[config.mk]
export PLATFORM = sky130hd
export DESIGN_NAME = button_conditioner_flat
export DESIGN_NICKNAME = d
export VERILOG_FILES = /design/src/rtl/button_conditioner_pkg.sv /design/src/rtl/button_conditioner_if.sv /design/src/rtl/button_conditioner_debounce_channel.sv /design/src/rtl/button_conditioner.sv /design/src/flat_wrapper.sv
export SDC_FILE = /design/constraint.sdc
export NUM_CORES = 1
export LEC_CHECK = 0
export BUFFER_PORTS_ARGS = -buffer_cell sky130_fd_sc_hd__buf_2
export CORE_ASPECT_RATIO = 1.1
export CORE_MARGIN = 2
export CORE_UTILIZATION = 45
export DETAILED_ROUTE_END_ITERATION = 7
export GPL_TIMING_DRIVEN = 0
export PLACE_DENSITY = 0.64
export SLEW_MARGIN = 20
export SYNTH_ARGS = -nofsm -noshare
export SYNTH_HDL_FRONTEND = slang
export SYNTH_SLANG_ARGS = --single-unit
export TNS_END_PERCENT = 100
[constraint.sdc]
create_clock -name clk -period 2.27 [get_ports clk]
set_input_delay 0.454 -clock clk [delete_from_list [all_inputs] [get_ports clk]]
set_output_delay 0.454 -clock clk [all_outputs]
set_load 0.05 [all_outputs]
[src/rtl/button_conditioner_pkg.sv]
// ----------------------------------------------------------------------------
// button_pkg
// Shared constants for the pushbutton conditioner and the CPU-facing button
// block that samples its outputs. Both sides refer to button levels by name
// so the active-low polarity of the board pins is defined in one place.
//
// Contents:
//   BTN_PRESSED              level of a pressed button (pins are active-low)
//   BTN_RELEASED             level of a released button
//   DEFAULT_NUM_BUTTONS      default channel count
//   DEFAULT_DEBOUNCE_CYCLES  default stable-time requirement (10 ms @ 25 MHz)
//   debounce_cnt_w()         width of a counter able to hold 0..cycles
// ----------------------------------------------------------------------------
package button_pkg;

    localparam logic BTN_PRESSED  = 1'b0;
    localparam logic BTN_RELEASED = 1'b1;

    localparam int DEFAULT_NUM_BUTTONS     = 2;
    localparam int DEFAULT_DEBOUNCE_CYCLES = 250000;

    // Counter width for a given stable-time requirement. One extra count of
    // headroom keeps the width non-zero when the requirement is a single cycle.
    function automatic int debounce_cnt_w(input int cycles);
        return $clog2(cycles + 1);
    endfunction

endpackage

[src/rtl/button_conditioner_if.sv]
// ----------------------------------------------------------------------------
// button_conditioner_if
// Bundles the per-button signals that flow between the board pins, the
// conditioner and its consumer. One bit per button in every vector.
//
// Signals:
//   btn_raw        raw pin levels, active-low, asynchronous to clk
//   sticky_clr     per-channel clear request for press_sticky (level)
//   btn_clean      debounced level, active-low
//   press_pulse    one-cycle pulse on a clean press
//   release_pulse  one-cycle pulse on a clean release
//   press_sticky   latched press flag, held until cleared
//
// Modports:
//   master  the side that supplies raw pins / clears and consumes the results
//   slave   the conditioner itself
// ----------------------------------------------------------------------------
interface button_conditioner_if #(
    parameter int NUM_BUTTONS = 2
);

    logic [NUM_BUTTONS-1:0] btn_raw;
    logic [NUM_BUTTONS-1:0] sticky_clr;
    logic [NUM_BUTTONS-1:0] btn_clean;
    logic [NUM_BUTTONS-1:0] press_pulse;
    logic [NUM_BUTTONS-1:0] release_pulse;
    logic [NUM_BUTTONS-1:0] press_sticky;

    modport master (
        output btn_raw,
        output sticky_clr,
        input  btn_clean,
        input  press_pulse,
        input  release_pulse,
        input  press_sticky
    );

    modport slave (
        input  btn_raw,
        input  sticky_clr,
        output btn_clean,
        output press_pulse,
        output release_pulse,
        output press_sticky
    );

endinterface

[src/rtl/button_conditioner_debounce_channel.sv]
// ----------------------------------------------------------------------------
// button_debounce_channel
// Conditions a single active-low pushbutton: two-flop synchroniser, stable-time
// debounce counter, clean level, registered press/release pulses and a sticky
// press flag.
//
// Ports:
//   clk            system clock, all state on the rising edge
//   reset          asynchronous, active-high reset
//   btn_raw        raw pin level, active-low, asynchronous to clk
//   sticky_clr     clears press_sticky on an edge where it is high
//   btn_clean      debounced level, active-low
//   press_pulse    one-cycle pulse on the edge btn_clean goes 1->0
//   release_pulse  one-cycle pulse on the edge btn_clean goes 0->1
//   press_sticky   set with press_pulse, held until cleared
// ----------------------------------------------------------------------------
module button_debounce_channel
    import button_pkg::*;
#(
    parameter int DEBOUNCE_CYCLES = DEFAULT_DEBOUNCE_CYCLES
) (
    input  logic clk,
    input  logic reset,
    input  logic btn_raw,
    input  logic sticky_clr,
    output logic btn_clean,
    output logic press_pulse,
    output logic release_pulse,
    output logic press_sticky
);

    localparam int CNT_W = debounce_cnt_w(DEBOUNCE_CYCLES);

    // Last count value before the clean level is allowed to flip. The counter
    // never goes past this, so it cannot wrap.
    localparam logic [CNT_W-1:0] CNT_TERMINAL = CNT_W'(DEBOUNCE_CYCLES - 1);

    logic             sync1_q;
    logic             sync2_q;
    logic [CNT_W-1:0] cnt_q;
    logic [CNT_W-1:0] cnt_next;
    logic             clean_q;
    logic             clean_next;
    logic             press_q;
    logic             press_next;
    logic             rel_q;
    logic             rel_next;
    logic             sticky_q;
    logic             sticky_next;

    // Synchroniser flops reset to the released level so that leaving reset
    // with a button already held looks like a fresh press, not a glitch.
    // Event pulses reset low, so reset itself never produces an event.
    always_ff @(posedge clk or posedge reset) begin
        if (reset) begin
            sync1_q  <= BTN_RELEASED;
            sync2_q  <= BTN_RELEASED;
            cnt_q    <= '0;
            clean_q  <= BTN_RELEASED;
            press_q  <= 1'b0;
            rel_q    <= 1'b0;
            sticky_q <= 1'b0;
        end else begin
            sync1_q  <= btn_raw;
            sync2_q  <= sync1_q;
            cnt_q    <= cnt_next;
            clean_q  <= clean_next;
            press_q  <= press_next;
            rel_q    <= rel_next;
            sticky_q <= sticky_next;
        end
    end

    // Stable-time counting: any cycle where the synchronised level agrees
    // with the clean level throws the accumulated count away, so only an
    // unbroken run of DEBOUNCE_CYCLES disagreeing cycles flips the output.
    // The pulses are computed alongside the new clean level so they line up
    // with the cycle in which btn_clean changes.
    always_comb begin
        cnt_next   = '0;
        clean_next = clean_q;
        press_next = 1'b0;
        rel_next   = 1'b0;

        if (sync2_q != clean_q) begin
            if (cnt_q == CNT_TERMINAL) begin
                clean_next = sync2_q;
                press_next = (sync2_q == BTN_PRESSED);
                rel_next   = (sync2_q == BTN_RELEASED);
            end else begin
                cnt_next = cnt_q + CNT_W'(1);
            end
        end
    end

    // A press arriving on the same edge as a clear must not be lost, so the
    // set term is applied after the clear term.
    always_comb begin
        sticky_next = sticky_q;
        if (sticky_clr) begin
            sticky_next = 1'b0;
        end
        if (press_next) begin
            sticky_next = 1'b1;
        end
    end

    assign btn_clean     = clean_q;
    assign press_pulse   = press_q;
    assign release_pulse = rel_q;
    assign press_sticky  = sticky_q;

endmodule

[src/rtl/button_conditioner.sv]
// ----------------------------------------------------------------------------
// button_conditioner
// Front end for the board pushbuttons. Each button gets its own independent
// debounce channel; there is no logic shared between channels.
//
// Ports:
//   clk    system clock
//   reset  asynchronous, active-high reset
//   bus    button_conditioner_if.slave carrying btn_raw / sticky_clr in and
//          btn_clean / press_pulse / release_pulse / press_sticky out
//
// Parameters:
//   NUM_BUTTONS      number of channels; must match the interface width
//   DEBOUNCE_CYCLES  consecutive stable cycles needed to change btn_clean
// ----------------------------------------------------------------------------
module button_conditioner
    import button_pkg::*;
#(
    parameter int NUM_BUTTONS     = DEFAULT_NUM_BUTTONS,
    parameter int DEBOUNCE_CYCLES = DEFAULT_DEBOUNCE_CYCLES
) (
    input  logic                  clk,
    input  logic                  reset,
    button_conditioner_if.slave   bus
);

    for (genvar i = 0; i < NUM_BUTTONS; i++) begin : g_channel
        button_debounce_channel #(
            .DEBOUNCE_CYCLES (DEBOUNCE_CYCLES)
        ) u_channel (
            .clk           (clk),
            .reset         (reset),
            .btn_raw       (bus.btn_raw[i]),
            .sticky_clr    (bus.sticky_clr[i]),
            .btn_clean     (bus.btn_clean[i]),
            .press_pulse   (bus.press_pulse[i]),
            .release_pulse (bus.release_pulse[i]),
            .press_sticky  (bus.press_sticky[i])
        );
    end

endmodule
[src/flat_wrapper.sv]
// flat-port wrapper written by rule: the top's interface ports become plain ports
module button_conditioner_flat import button_pkg::*;
#(
    parameter int NUM_BUTTONS     = DEFAULT_NUM_BUTTONS,
    parameter int DEBOUNCE_CYCLES = DEFAULT_DEBOUNCE_CYCLES
)
  (clk, reset, bus_btn_raw, bus_sticky_clr, bus_btn_clean, bus_press_pulse, bus_release_pulse, bus_press_sticky);
  button_conditioner_if #(.NUM_BUTTONS(NUM_BUTTONS)) bus_i ();
  input  logic clk;
  input  logic reset;
  input wire logic [$bits(bus_i.btn_raw)-1:0] bus_btn_raw;
  input wire logic [$bits(bus_i.sticky_clr)-1:0] bus_sticky_clr;
  output wire logic [$bits(bus_i.btn_clean)-1:0] bus_btn_clean;
  output wire logic [$bits(bus_i.press_pulse)-1:0] bus_press_pulse;
  output wire logic [$bits(bus_i.release_pulse)-1:0] bus_release_pulse;
  output wire logic [$bits(bus_i.press_sticky)-1:0] bus_press_sticky;
  assign bus_i.btn_raw = bus_btn_raw;
  assign bus_i.sticky_clr = bus_sticky_clr;
  assign bus_btn_clean = bus_i.btn_clean;
  assign bus_press_pulse = bus_i.press_pulse;
  assign bus_release_pulse = bus_i.release_pulse;
  assign bus_press_sticky = bus_i.press_sticky;
  button_conditioner #(.NUM_BUTTONS(NUM_BUTTONS), .DEBOUNCE_CYCLES(DEBOUNCE_CYCLES)) u_core (.clk(clk), .reset(reset), .bus(bus_i));
endmodule
==> results of run 1 <==
[flip-flops by register name (all words and copies together), names as in the netlist]
signal,flops
u_core.g_channel.u_channel.btn_clean,2
u_core.g_channel.u_channel.cnt_q,36
u_core.g_channel.u_channel.press_pulse,2
u_core.g_channel.u_channel.press_sticky,2
u_core.g_channel.u_channel.release_pulse,2
u_core.g_channel.u_channel.sync1_q,2
u_core.g_channel.u_channel.sync2_q,2
[critical path: stages (launching register included)]
cell     delay (ns)
dfrtp_1        0.40
ha_1           0.21
nand3_1        0.27
o41ai_4        0.66
buf_2          0.33
nor2_1         0.08
[cell type report]
| type | count | area share [%] |
|---|---|---|
| buffer | 11 | 2.91 |
| clock buffer | 6 | 3.20 |
| clock inverter | 2 | 1.50 |
| inverter | 7 | 1.02 |
| multi-input combinational | 148 | 38.5 |
| sequential | 48 | 46.8 |
| tap | 58 | 2.81 |
| timing repair buffer | 14 | 3.29 |
[power groups by stage]
stage / sequential (uW) / combinational [uW] / clock, uW
floorplan: 895 / 38.5 / 0
global placement: 897 / 53.5 / 0
detailed placement: 897 / 58.8 / 0
CTS: 881 / 59.5 / 671
global route: 883 / 66.1 / 698
finish: 881 / 56.5 / 647
[logic make-up after synthesis]
logic type | synth area share, %
adders and majority gates | 1.09
DFF | 52.4
AOI/OAI and AO/OA | 5.48
xor gates and xnor gates | 11.0
muxes | 1.30
and+or+nand+nor | 24.3
buffers and inverters | 4.40
[layer usage]
| layer | global-route usage, % | part of all wire [%] | vias to the layer above | wire (um) |
|---|---|---|---|---|
| met5 | 0 | 0 | - | 0 |
| met1 | 21.1 | 45 | 798 | 1800 |
| met2 | 25.7 | 49 | 30 | 1960 |
| met3 | 4.57 | 3.8 | 8 | 152 |
| met4 | 5.47 | 1.6 | 0 | 65 |
| li1 | - | - | 786 | - |
[synthesized netlist by cell type, types with 3 or more instances]
| library cell | number |
|---|---|
| and4_1 | 3 |
| nand4_1 | 12 |
| nand3_1 | 13 |
| nand2_1 | 8 |
| dfrtp_1 | 42 |
| inv_1 | 7 |
| dfstp_2 | 6 |
| nor3_1 | 3 |
| buf_2 | 3 |
| xor2_1 | 14 |
| a21oi_1 | 5 |
| nor2_1 | 33 |
| xnor2_1 | 15 |
| buf_4 | 8 |
| nor4_1 | 8 |
[final timing paths]
kind	depth (start not counted)	slack, ns	endpoint
max	5	0.20	u_core.g_channel[1].u_channel.cnt_q[10]
max in group asynchronous	3	1.65	u_core.g_channel[1].u_channel.sync1_q
min reg2reg	0	0.36	u_core.g_channel[0].u_channel.sync2_q
min in group clk	1	0.24	u_core.g_channel[0].u_channel.sync1_q
max reg2reg	5	0.20	u_core.g_channel[1].u_channel.cnt_q[10]
min	2	0.09	u_core.g_channel[0].u_channel.cnt_q[2]
[per-stage QoR]
stage / utilization [%] / hold WS, ns / cells / total power (uW)
5_1_grt: 52.0 / 0.116 / 294 / 1650
3_5_place_dp: 49.6 / 0.351 / 286 / 956
4_1_cts: 52.0 / 0.0934 / 294 / 1610
3_3_place_gp: 49.2 / 0.345 / 285 / 951
2_1_floorplan: - / 0.345 / 214 / 933
6_report: 52.0 / 0.0852 / 294 / 1580
==> metrics.yaml, run 1 <==
hold_buffers: 0
first_iter_violations: 83
place_hpwl_um: 2770
ys_ff_latch: 48
start_util_pct: 46.4
maxCapViolations: 0
grt_pass1_vias: 1616
synth_ff_type: "dfrtp_1"
fillerInstances: 443
syn_nets: 222
wl_um: 3980
seqCellArea_mm2: 0.00121
seq_area_frac_synth_pct: 52.4
p_comb_share_pct: 3.6
r2r-start: "u_core.g_channel[1].u_channel.cnt_q[0]"
power_switching_uw: 334
report.final.slew_viol_count: 0
fin_skew_ns: 0.0105
dieHeight_um: 79.1
vias: 1622
cts_setup_buffers: 0
grt_max_degree: 36
synthArstFlopShare_pct: 100
wl_per_cell_um: 13.5
path_max_fanout: 10
n_antenna_cell: 0
dr.pass1.iters: 4
multi_input_area_um2: 995
dpl_worst_slack_ns: 0.198
placedInstanceArea_mm2: 0.00246
grt_pass1_wl_um: 7250
die-area_mm2: 0.00571
final_cell_mix: "dfrtp_1, nor2_1, buf_2"
p_leak_uw: 0.00113
synthTopCellsByArea: "dfrtp_1, dfstp_2, xnor2_1"
grt_antenna_before_repair: 0
peakVddDrop_v: 0.000525
synth_edf_count: 0
post-route-drc-count: 0
clk_pin_slew_ns: 0.09
startpoint_type: "flip-flop"
root_buffer: "clkbuf_8"
period_needed_ns: 2.07
pwr-share-clk_pct: 40.8
die-width_um: 72.2
switching_share_pct: 21.1
layout-drive-gt1-share_pct: 22.5
vias_per_cell: 5.52
numClockSinks: 48
hold_path_class: "primary input to asynchronous set/reset pin"
avgSynthCellArea_um2: 10.8
rsz0062_at_grt: "no"
cp-end-kind: "flip-flop"
numCtsBuffers: 5
num_rows: 27
timing.fmax_mhz: 483
clkLatencyLatePin_ns: 0.31
io_pins: 14
period_share_pct: 91.3
final.setup.worst_slack_ns: 0.198
core_mm2: 0.00497
syn_area_mm2: 0.00230
setup_tns_ns: 0
htreeDepth: 2
finalHoldViolCount: 0
slew-limit-headroom_pct: 62.8
p_int_uw: 1250
grt_usage_pct: 16.1
power_density_mw_per_mm2: 613
seq_power_share_pct: 55.6
ys_types: 37
final_net_count: 243
status: "finished clean"
crit_arrival_ns: 2.26
area_delta_synth_final_pct: 12.1
postLayoutCellArea_mm2: 0.00258
synth_top_area_share_pct: 45.6
cp-startpoint: "u_core.g_channel[1].u_channel.cnt_q[0]"
final_common_cell: "dfrtp_1"
gp_congestion: 0.765
crit_type: "flip-flop to flip-flop"
netlist_instances: 214
port_buffers: 13
ant_nets: 0
grt_overflow: 0
yosysTopAreaCell: "dfrtp_1"
ctsResizeCount: 0
worstMarginPinSlew_ns: 0.553
cts_buffer_depth: 2
cts_tree: "built"
worst_ep_required_time_ns: 2.46
ys_warn_count: 0
setup_viol: 0
No activity file was read; power rests on OpenSTA's default activity.
==> inputs of run 2 (changes only) <==
--- a/config.mk
+++ b/config.mk
@@ -5,7 +5,9 @@
 export SDC_FILE = /design/constraint.sdc
 export NUM_CORES = 1
 export LEC_CHECK = 0
+export ABC_AREA = 1
 export BUFFER_PORTS_ARGS = -buffer_cell sky130_fd_sc_hd__buf_2
+export CAP_MARGIN = 20
 export CORE_ASPECT_RATIO = 1.1
 export CORE_MARGIN = 2
 export CORE_UTILIZATION = 45
==> run 2 against run 1 <==
Net effect: via count rose by 23%; die area rose by 14%; clock-buffer cell count did not move; maximum frequency rose by 22%; first-iteration DRC count fell by 27%; synthesized area rose by 14%; total power fell by 6.0%; sequential power barely moved; global-route usage rose by 0.43 points; sequential share of layout area fell by 5.4 points; register-to-register slack improved by 0.54 ns; non-clock buffer count fell by 3.
==> metrics.yaml, run 2 <==
final_core_util_pct: 51.0  # was 52.0%
cp-end-kind: "output port"  # was flip-flop
n_antenna_cell: 0  # unchanged
cp_slowest_cell: "dfstp_2"  # was o41ai_4
first_iter_violations: 61  # was 83
syn_nets: 327  # was 222
fillerInstances: 579  # was 443
setup_tns_ns: 0  # unchanged
cp_slowest_stage_delay_ns: 0.59  # was 0.66 ns
gp_congestion: 0.864  # was 0.765
dieHeight_um: 84.3  # was 79.1 um
cts_tree: "built"  # unchanged
ant_nets: 0  # unchanged
start_util_pct: 46.0  # was 46.4%
period_needed_ns: 1.69  # was 2.07 ns
r2r_slack_ns: 0.74  # was 0.20 ns
layout-drive-gt1-share_pct: 24.6  # was 22.5%
grt_pass1_vias: 1964  # was 1616
cts_buffer_depth: 2  # unchanged
port_buffers: 13  # unchanged
grt_max_degree: 30  # was 36
synth_compound_area_share_pct: 3.56  # was 5.48%
root_buffer: "clkbuf_8"  # unchanged
die-width_um: 77.0  # was 72.2 um
numCtsBuffers: 5  # unchanged
ys_types: 34  # was 37
vias_per_cell: 4.76  # was 5.52
fin_skew_ns: 0.00556  # was 0.0105 ns
setup_viol: 0  # unchanged
synthAdderAreaFrac_pct: 0.949  # was 1.09%
path_max_fanout: 5  # was 10
final_common_cell: "nor2_1"  # was dfrtp_1
synth_simple_gate_area_share_pct: 37.0  # was 24.3%
post-route-drc-count: 0  # unchanged
worst_ep_required_time_ns: 1.82  # was 2.46 ns
status: "finished clean"  # unchanged
dr.pass1.iters: 4  # unchanged
cts_setup_buffers: 0  # unchanged
hold_buffers: 0  # unchanged
wl_um: 4810  # was 3980 um
synth_top_area_share_pct: 39.8  # was 45.6%
yosys-top-cells-count: "nor2_1, nand2_1, dfrtp_1, inv_1, nor2_2"  # was dfrtp_1, nor2_1, xnor2_1, xor2_1, nand3_1
largest_register: "u_core.g_channel.u_channel.cnt_q"  # unchanged
synth.most_common_cell: "nor2_1"  # was dfrtp_1
synth_edf_count: 0  # unchanged
path_cells: "buf_4 -> buf_2"  # was ha_1 -> nand3_1 -> o41ai_4 -> buf_2 -> nor2_1
fin_hold_ws_ns: 0.227  # was 0.0852 ns
io_pins: 14  # unchanged
timing.fmax_mhz: 591  # was 483 MHz
grt_usage_pct: 16.6  # was 16.1%
place_hpwl_um: 3680  # was 2770 um
grt_antenna_before_repair: 0  # unchanged
avgSynthCellArea_um2: 8.27  # was 10.8 um2
slew-limit-headroom_pct: 57.7  # was 62.8%
ys_ff_latch: 48  # unchanged
final_net_count: 348  # was 243
die-area_mm2: 0.00649  # was 0.00571 mm2
power_density_mw_per_mm2: 509  # was 613 mW/mm2
hold_path_class: "primary input to asynchronous set/reset pin"  # unchanged
ys_warn_count: 0  # unchanged
numClockSinks: 48  # unchanged
synthArstFlopShare_pct: 100  # unchanged
yosysTopAreaCell: "dfrtp_1"  # unchanged
r2r-end: "u_core.g_channel[0].u_channel.cnt_q[12]"  # was u_core.g_channel[1].u_channel.cnt_q[10]
netlist_instances: 319  # was 214
synthXorXnorAreaFrac_pct: 4.98  # was 11.0%
htreeDepth: 2  # unchanged
crit_arrival_ns: 1.24  # was 2.26 ns
synth_top_family_by_area: "simple AND/OR/NAND/NOR gates"  # unchanged
peakVddDrop_v: 0.000208  # was 0.000525 V
synth_ff_type: "dfrtp_1"  # unchanged
p_leak_uw: 0.00126  # was 0.00113 uW
report.final.slew_viol_count: 0  # unchanged
syn_area_mm2: 0.00264  # was 0.00230 mm2
synthMuxAreaShare_pct: 0  # was 1.30%
ctsResizeCount: 0  # unchanged
largest_register_ff_count: 36  # unchanged
wl_per_cell_um: 11.5  # was 13.5 um
core_mm2: 0.00573  # was 0.00497 mm2
num_rows: 29  # was 27
seq_area_frac_synth_pct: 45.8  # was 52.4%
rsz0062_at_grt: "no"  # unchanged
area_delta_synth_final_pct: 10.9  # was 12.1%
grt_overflow: 0  # unchanged
worstMarginPinSlew_ns: 0.633  # was 0.553 ns
period_share_pct: 74.6  # was 91.3%
grt_pass1_wl_um: 8600  # was 7250 um
startpoint_type: "flip-flop"  # unchanged
clk_pin_slew_ns: 0.09  # about the same
synthTopCellsByArea: "dfrtp_1, nor2_1, nand2_1"  # was dfrtp_1, dfstp_2, xnor2_1
r2r-start: "u_core.g_channel[0].u_channel.cnt_q[0]"  # was u_core.g_channel[1].u_channel.cnt_q[0]
vias: 1990  # was 1622
finalHoldViolCount: 0  # unchanged
maxCapViolations: 0  # unchanged
r2r_cells: 8  # was 5
final_cell_mix: "nor2_1, nand2_1, dfrtp_1"  # was dfrtp_1, nor2_1, buf_2
clkLatencyLatePin_ns: 0.30  # was 0.31 ns
crit_type: "flip-flop to output port"  # was flip-flop to flip-flop
## run 2: changes by cell type after synthesis, moves of 8 or more
cell	change
nand2_1	+53
nor2_1	+31
inv_1	+24
nor2_2	+19
xnor2_1	-10
nor4_1	-8
## run 2: critical path, delay by kind of cell, from the launching register on
kind	cells	cell delay [ns]
buf+inv	2	0.35
flops	1	0.59
## run 2: stage by stage
stage / power, uW / area [um2] / instances / setup WS (ns)
global route: 1570 / 2920 / 418 / 0.509
finish: 1490 / 2920 / 418 / 0.577
floorplan: 941 / 2640 / 319 / 0.681
detailed placement: 967 / 2830 / 410 / 0.730
global placement: 958 / 2800 / 409 / 0.0461
CTS: 1520 / 2920 / 418 / 0.558
## run 2: routing by layer
| metal | GRT usage, % | routed length (um) |
|---|---|---|
| met5 | 0 | 0 |
| met4 | 4.55 | 66 |
| met3 | 3.87 | 143 |
| met2 | 30.9 | 2520 |
| met1 | 18.9 | 2080 |
## run 2: report_power, final
group	leakage [uW]	switching (uW)	internal [uW]
Sequential	0.000645	9.38	869
Combinational	0.000573	46.7	21.4
Clock	0.0000434	296	247
Total	0.00126	352	1140
## run 2: layout make-up
class / count / area, um2 / share of cell area, %
Clock inverter: 2 / 15.0 / 0.513
Inverter: 37 / 141 / 4.84
Sequential cell: 48 / 1210 / 41.3
Timing Repair Buffer: 14 / 92.6 / 3.17
Clock buffer: 6 / 82.6 / 2.82
Multi-Input combinational cell: 226 / 1230 / 42.0
Tap cell: 77 / 96.3 / 3.29
Buffer: 8 / 60.1 / 2.05
## run 2: cells by family after synthesis
kind of cell               after synthesis
and+or+nand+nor                        195
adders and majority gates                2
AOI/OAI and AO/OA                       14
DFF                                     48
xor gates and xnor gates                15
buffers and inverters                   45
## run 2: worst max-delay path by stage
| stage | start | end | cells past startpoint |
|---|---|---|---|
| 2_1_floorplan | reset | u_core.g_channel[0].u_channel.cnt_q[0] | 1 |
| 3_3_place_gp | reset | u_core.g_channel[1].u_channel.cnt_q[0] | 2 |
| 3_5_place_dp | u_core.g_channel[0].u_channel.cnt_q[0] | u_core.g_channel[0].u_channel.cnt_q[12] | 8 |
| 4_1_cts | u_core.g_channel[1].u_channel.btn_clean | bus_btn_clean[1] | 2 |
| 5_1_grt | u_core.g_channel[1].u_channel.btn_clean | bus_btn_clean[1] | 2 |
| 6_report | u_core.g_channel[1].u_channel.btn_clean | bus_btn_clean[1] | 2 |
